**config.mk**
```make
export PLATFORM = sky130hd
export DESIGN_NAME = flt_arbiter
export DESIGN_NICKNAME = d
export VERILOG_FILES = /design/src/rtl/fpu_pkg.sv /design/src/rtl/flt.sv /design/src/rtl/rr_pick.sv /design/src/rtl/flt_arbiter.sv
export SDC_FILE = /design/constraint.sdc
export NUM_CORES = 1
export LEC_CHECK = 0
export ABC_AREA = 1
export BUFFER_PORTS_ARGS = -buffer_cell sky130_fd_sc_hd__buf_2
export CAP_MARGIN = 30
export CORE_MARGIN = 8
export CORE_UTILIZATION = 45
export CTS_BUF_LIST = sky130_fd_sc_hd__clkbuf_16
export DETAILED_ROUTE_END_ITERATION = 7
export GPL_TIMING_DRIVEN = 0
export PLACE_DENSITY = 0.83
export REMOVE_ABC_BUFFERS = 1
export SLEW_MARGIN = 30
export SYNTH_ARGS = -nofsm -noshare
export SYNTH_HDL_FRONTEND = slang
export SYNTH_SLANG_ARGS = --single-unit
```
**constraint.sdc**
```tcl
create_clock -name clk -period 4.55 [get_ports clk]
set_input_delay 0.91 -clock clk [delete_from_list [all_inputs] [get_ports clk]]
set_output_delay 0.91 -clock clk [all_outputs]
set_load 0.01 [all_outputs]
```
**src/rtl/fpu_pkg.sv**
```systemverilog
// rtl/fpu_pkg.sv - float32 field layout and classification helpers shared by the compare path
package fpu_pkg;

    typedef struct packed {
        logic        sgn;
        logic [7:0]  exp;
        logic [22:0] man;
    } float32_t;

    localparam logic [7:0] EXP_MAX = 8'hFF;

    function automatic logic is_nan(float32_t f);
        return (f.exp == EXP_MAX) && (f.man != '0);
    endfunction

endpackage

```
**src/rtl/flt.sv**
```systemverilog
// rtl/flt.sv - combinational float32 less-than (a < b), signed zeros equal, NaN unspecified
import fpu_pkg::*;

module flt (
    input  logic [31:0] a,
    input  logic [31:0] b,
    output logic        lt
);

    float32_t   fa;
    float32_t   fb;
    logic [30:0] mag_a;
    logic [30:0] mag_b;

    assign fa    = a;
    assign fb    = b;
    assign mag_a = {fa.exp, fa.man};
    assign mag_b = {fb.exp, fb.man};

    // Sign-magnitude ordering; the magnitude compare flips for two negatives.
    always_comb begin
        lt = 1'b0;
        if ((mag_a == '0) && (mag_b == '0)) begin
            lt = 1'b0;
        end else if (fa.sgn != fb.sgn) begin
            lt = fa.sgn;
        end else if (!fa.sgn) begin
            lt = (mag_a < mag_b);
        end else begin
            lt = (mag_a > mag_b);
        end
    end

endmodule

```
**src/rtl/rr_pick.sv**
```systemverilog
// rtl/rr_pick.sv - combinational round-robin picker: first set req at or after ptr, wrapping mod N
module rr_pick #(
    parameter int N = 4
) (
    input  logic [N-1:0]         req,
    input  logic [$clog2(N)-1:0] ptr,
    output logic [N-1:0]         gnt,
    output logic [$clog2(N)-1:0] idx
);

    localparam int PW = $clog2(N);
    localparam int SW = PW + 1;

    logic [SW-1:0] sum;
    logic [PW-1:0] pos;
    logic          found;

    always_comb begin
        gnt   = '0;
        idx   = '0;
        found = 1'b0;
        sum   = '0;
        pos   = '0;
        for (int off = 0; off < N; off++) begin
            sum = {1'b0, ptr} + SW'(off);
            if (sum >= SW'(N)) begin
                sum = sum - SW'(N);
            end
            pos = sum[PW-1:0];
            if (!found && req[pos]) begin
                found    = 1'b1;
                gnt[pos] = 1'b1;
                idx      = pos;
            end
        end
    end

endmodule

```
**src/rtl/flt_arbiter.sv**
```systemverilog
// rtl/flt_arbiter.sv - round-robin share of one flt comparator; FLT_ARB_NAN_EXC_EN adds resp_exc NaN flag
import fpu_pkg::*;

module flt_arbiter #(
    parameter int NREQ = 4,
    parameter int IDW  = 2
) (
    input  logic               clk,
    input  logic               rst,
    input  logic [NREQ-1:0]    req_valid,
    output logic [NREQ-1:0]    req_ready,
    input  logic [NREQ*32-1:0] req_x1,
    input  logic [NREQ*32-1:0] req_x2,
    output logic               resp_valid,
    input  logic               resp_ready,
    output logic               resp_y,
`ifdef FLT_ARB_NAN_EXC_EN
    output logic               resp_exc,
`endif
    output logic [IDW-1:0]     resp_id
);

    localparam int PW = $clog2(NREQ);

    logic [PW-1:0]  ptr_q, ptr_d;
    logic [PW-1:0]  pick_idx;
    logic [NREQ-1:0] gnt;
    logic           load;
    logic           xfer;
    logic           lt;
    logic           y_new;
    logic [31:0]    op_x1;
    logic [31:0]    op_x2;
    logic           resp_valid_q, resp_valid_d;
    logic           resp_y_q, resp_y_d;
    logic [IDW-1:0] resp_id_q, resp_id_d;

    rr_pick #(.N(NREQ)) u_pick (
        .req (req_valid),
        .ptr (ptr_q),
        .gnt (gnt),
        .idx (pick_idx)
    );

    assign load      = !resp_valid_q || resp_ready;
    assign req_ready = rst ? '0 : (gnt & {NREQ{load}});
    assign xfer      = |req_ready;

    // One-hot AND-OR operand mux driven directly by the grant.
    always_comb begin
        op_x1 = '0;
        op_x2 = '0;
        for (int i = 0; i < NREQ; i++) begin
            if (gnt[i]) begin
                op_x1 = req_x1[32*i +: 32];
                op_x2 = req_x2[32*i +: 32];
            end
        end
    end

    flt u_flt (
        .a  (op_x1),
        .b  (op_x2),
        .lt (lt)
    );

`ifdef FLT_ARB_NAN_EXC_EN
    logic resp_exc_q, resp_exc_d;
    logic exc_new;

    assign exc_new = is_nan(float32_t'(op_x1)) || is_nan(float32_t'(op_x2));
    assign y_new   = exc_new ? 1'b0 : lt;

    always_comb begin
        resp_exc_d = resp_exc_q;
        if (load && xfer) begin
            resp_exc_d = exc_new;
        end
    end

    always_ff @(posedge clk) begin
        if (rst) begin
            resp_exc_q <= 1'b0;
        end else begin
            resp_exc_q <= resp_exc_d;
        end
    end

    assign resp_exc = resp_exc_q;
`else
    assign y_new = lt;
`endif

    // Result and pointer hold while stalled; an empty load cycle only drops valid.
    always_comb begin
        resp_valid_d = resp_valid_q;
        resp_y_d     = resp_y_q;
        resp_id_d    = resp_id_q;
        ptr_d        = ptr_q;
        if (load) begin
            resp_valid_d = xfer;
            if (xfer) begin
                resp_y_d  = y_new;
                resp_id_d = IDW'(pick_idx);
                ptr_d     = (pick_idx == PW'(NREQ - 1)) ? '0 : pick_idx + PW'(1);
            end
        end
    end

    always_ff @(posedge clk) begin
        if (rst) begin
            resp_valid_q <= 1'b0;
            resp_y_q     <= 1'b0;
            resp_id_q    <= '0;
            ptr_q        <= '0;
        end else begin
            resp_valid_q <= resp_valid_d;
            resp_y_q     <= resp_y_d;
            resp_id_q    <= resp_id_d;
            ptr_q        <= ptr_d;
        end
    end

    assign resp_valid = resp_valid_q;
    assign resp_y     = resp_y_q;
    assign resp_id    = resp_id_q;

endmodule

```
==> flow_metrics.py <==
metrics = {
    "run_status": {
        "outcome": "complete, no violations",
    },
    "drt": {
        "ant_nets": 0,
        "vias_per_cell": 5.082,
        "drt-initial-drc-count": 583,
        "num_vias": 6597,
        "drt_pass1_iterations": 5,
        "avgRoutedWirePerCell_um": 15.63,
        "drc": 0,
        "wirelength_mm": 20.28,
    },
    "clocking": {
        "clk_pin_slew_worst_paths_ns": 0.03,
        "clk_latency_ns": 0.23,
        "cts_buffer_depth": 2,
        "cts_root_buf": "clkbuf_16",
        "numCtsBuffers": 3,
        "cts_tree": "built",
        "postCtsHoldBufs": 0,
        "h-tree-depth": 1,
        "clkSinkCount": 6,
    },
    "power_and_ir_drop": {
        "p_int_mw": 2.480,
        "pwr_density_cell_nw_per_um2": 1020,
        "p_sw_mw": 4.035,
        "p_clk_frac": 0.022,
        "switching_share": 0.6193,
        "comb_power_share": 0.962,
        "power.leakage_nw": 3.992,
        "vdd_ir_drop_max_mv": 0.5190,
        "p_seq_frac": 0.016,
        "totalPowerFinal_mw": 6.515,
    },
    "worst_setup_path": {
        "reg2regPathDepth": 24,
        "crit_type": "input pin to flop",
        "path_buf_inv": 4,
        "timing.rr.start": "ptr_q[1]$_SDFFE_PP0P_",
        "crit_family": "simple AND/OR/NAND/NOR gates",
        "crit_path_max_fanout": 33,
        "reg2reg_slack_ns": 0.32,
        "worstPathRequired_ns": 4.71,
        "worstPathArrival_ns": 4.41,
        "crit_top_cell": "nand2_1",
        "slowest_stage": "nand3_4",
        "startpoint_type": "input pin",
        "path_cells": "buf_2 -> inv_1 -> nand2_1 -> nand3_4 -> nand2_8 -> nor2_4 -> a21oi_4 -> buf_4 -> nand3_4 -> a21oi_1 -> nand2_1 -> a21boi_1 -> inv_1 -> ha_1 -> nand2_1 -> nor2_1 -> a31oi_1 -> nand2_1 -> o21ai_0 -> a21oi_1 -> nand2_1 -> a21oi_1",
        "rr_endpoint": "resp_y$_SDFFE_PP0P_",
        "endpoint_kind": "flop",
        "slowest_delay_ns": 0.39,
    },
    "layout": {
        "layout_commonest_cell": "nand2_1",
        "final_cell_mix": "358 x nand2_1, 270 x buf_2, 140 x a21oi_1, 127 x inv_1, 43 x nand3_1",
        "drive_gt1_frac": 0.2981,
        "finalNetCount": 1467,
        "fin_cells": 1298,
        "fin_area_um2": 6386,
        "fin_util": 0.6534,
        "syn2layout_area_growth_pct": 40.45,
    },
    "global_route": {
        "grt_max_degree": 65,
        "grt_use_total": 0.2616,
        "grt_pass1_vias": 5983,
        "antenna_found_initial": 1,
        "overflow": 0,
        "grt_pass1_wl_mm": 28.67,
    },
    "sta": {
        "min_period_ns": 4.249,
        "period_share": 0.9339,
        "worst_pin_slew_ns": 0.5030,
        "holdWs_ns": 0.4598,
        "tns_ns": 0,
        "drv_slew": 0,
        "finalWorstSetupSlack_ns": 0.3010,
        "maxSlewHeadroom": 0.6647,
        "max_freq_mhz": 235.3,
        "setup_viol": 0,
        "final_hold_viol_count": 0,
        "skew_ns": 0.0001517,
    },
    "placed_design": {
        "place_inst": 1266,
        "place_ws_ns": -1.087,
        "placed_area_um2": 5832,
        "gp_congestion": 0.8654,
        "numPortBuffers": 270,
        "dp_hpwl_mm": 13.43,
    },
    "synth": {
        "async_flop_share": 0,
        "syn_area_per_cell_um2": 5.013,
        "syn_inst": 907,
        "yosys_most_used_dff": "dfxtp_1",
        "synth-edff-count": 0,
        "syn_area_um2": 4547,
        "ys_seq_elements": 6,
        "synth.distinct_cells": 40,
        "ys_seq_area_frac": 0.02642,
        "yosysWarnings": 0,
    },
    "min_path": {
        "hp-class": "flop to flop",
        "min-delay-start": "resp_id[0]$_SDFFE_PP0P_",
        "min_to": "resp_id[0]$_SDFFE_PP0P_",
        "hold_depth": 2,
    },
    "flow_run": {
        "max_cap_viol_count": 0,
    },
    "die": {
        "dieArea_um2": 13580,
        "fp.dieH_um": 116.5,
        "core_area_um2": 9774,
        "boundaryPins": 271,
        "fp-row-count": 36,
        "initial_utilization": 0.4652,
        "fp.dieW_um": 116.5,
    },
}
cells by family (layout without fill, tap and decap cells):
family | count (synthesis) | in the layout | share of synthesized area
adders and majority gates | 38 | 38 | 0.1046
buffers and inverters | 187 | 437 | 0.1866
other | 0 | 1 | 0
and+or+nand+nor | 495 | 502 | 0.4640
DFF | 6 | 6 | 0.02642
AOI/OAI and AO/OA | 181 | 181 | 0.2185
worst max-delay path by stage:
stage          cells past startpoint                   from  slack (ns)                  end
3_3_place_gp                      27                   flop       -2.21  resp_y$_SDFFE_PP0P_
6_report                          22           req_valid[2]        0.30  resp_y$_SDFFE_PP0P_
2_1_floorplan                     27                   flop       -0.32  resp_y$_SDFFE_PP0P_
4_1_cts                           27  ptr_q[1]$_SDFFE_PP0P_        0.03  resp_y$_SDFFE_PP0P_
3_5_place_dp                      27                   flop       -1.09  resp_y$_SDFFE_PP0P_
5_1_grt                           25           req_valid[2]       -0.02  resp_y$_SDFFE_PP0P_
layer usage:
metal,vias up,share of wire,GRT usage
li1,3379,-,-
met1,2826,0.40,0.3162
met2,342,0.48,0.4688
met3,50,0.097,0.04654
met4,0,0.025,0.05704
met5,-,0,0
cells in the mapped netlist (2+ instances only):
cell type  instances  area, µm²
or2_2              5      31.28
buf_2             27      135.1
or2_1             17      106.4
o21a_1             7      52.55
nand2_1          359       1348
inv_1            129      484.2
or2_0              2      12.51
a211oi_1           2      15.01
o211ai_1           2      15.01
buf_6             11      123.9
ha_1              38      475.5
nor2_2             2      12.51
nand2_4            2      22.52
dfxtp_1            6      120.1
a21oi_2            3      26.28
a21boi_2           2      22.52
clkinv_1           5      18.77
nor2_1            41      153.9
nand3_2            2      20.02
buf_4              8      60.06
o21ai_1            3      15.01
o21ai_0            8      40.04
inv_2              6      22.52
nand3_1           49      245.2
a21boi_1           9      67.56
nand4_1            6      37.54
nand2_2            4      25.02
a21oi_1          140      700.7
power by group through the flow:
stage          registers (mW)  logic [mW]  clock network [mW]
2_1_floorplan          0.0991        4.19                   0
3_3_place_gp           0.0978        5.53                   0
3_5_place_dp           0.0985        5.59                   0
4_1_cts                 0.100        5.79               0.144
5_1_grt                 0.106        7.15               0.149
6_report                0.103        6.27               0.142
final cells by class:
class / count / area [µm²]
repair buffers: 293 / 1638
repair inverters: 1 / 11.26
diodes: 1 / 2.502
flip-flops and latches: 6 / 127.6
fillers: 976 / 3388
well taps: 133 / 166.4
clock buffers: 3 / 75.07
multi-input cells: 721 / 3805
inverters: 140 / 560.5
timing repair:
action | in CTS | in global routing
setup endpoints to repair | 1 | 1
pin swaps | 3 | 8
gates resized for setup | 12 | 20
setup buffers | 3 | 15
endpoints found under the hold margin | 0 | 0
cloned | 4 | 6
worst min-delay path: cells and delay by family, from the launching register on:
family | cells | cell delay [ns]
AND/OR/NAND/NOR | 1 | 0.06
AO/OA/AOI/OAI | 1 | 0.05
flip-flops | 1 | 0.30
Power figures use the tool's default switching activity.
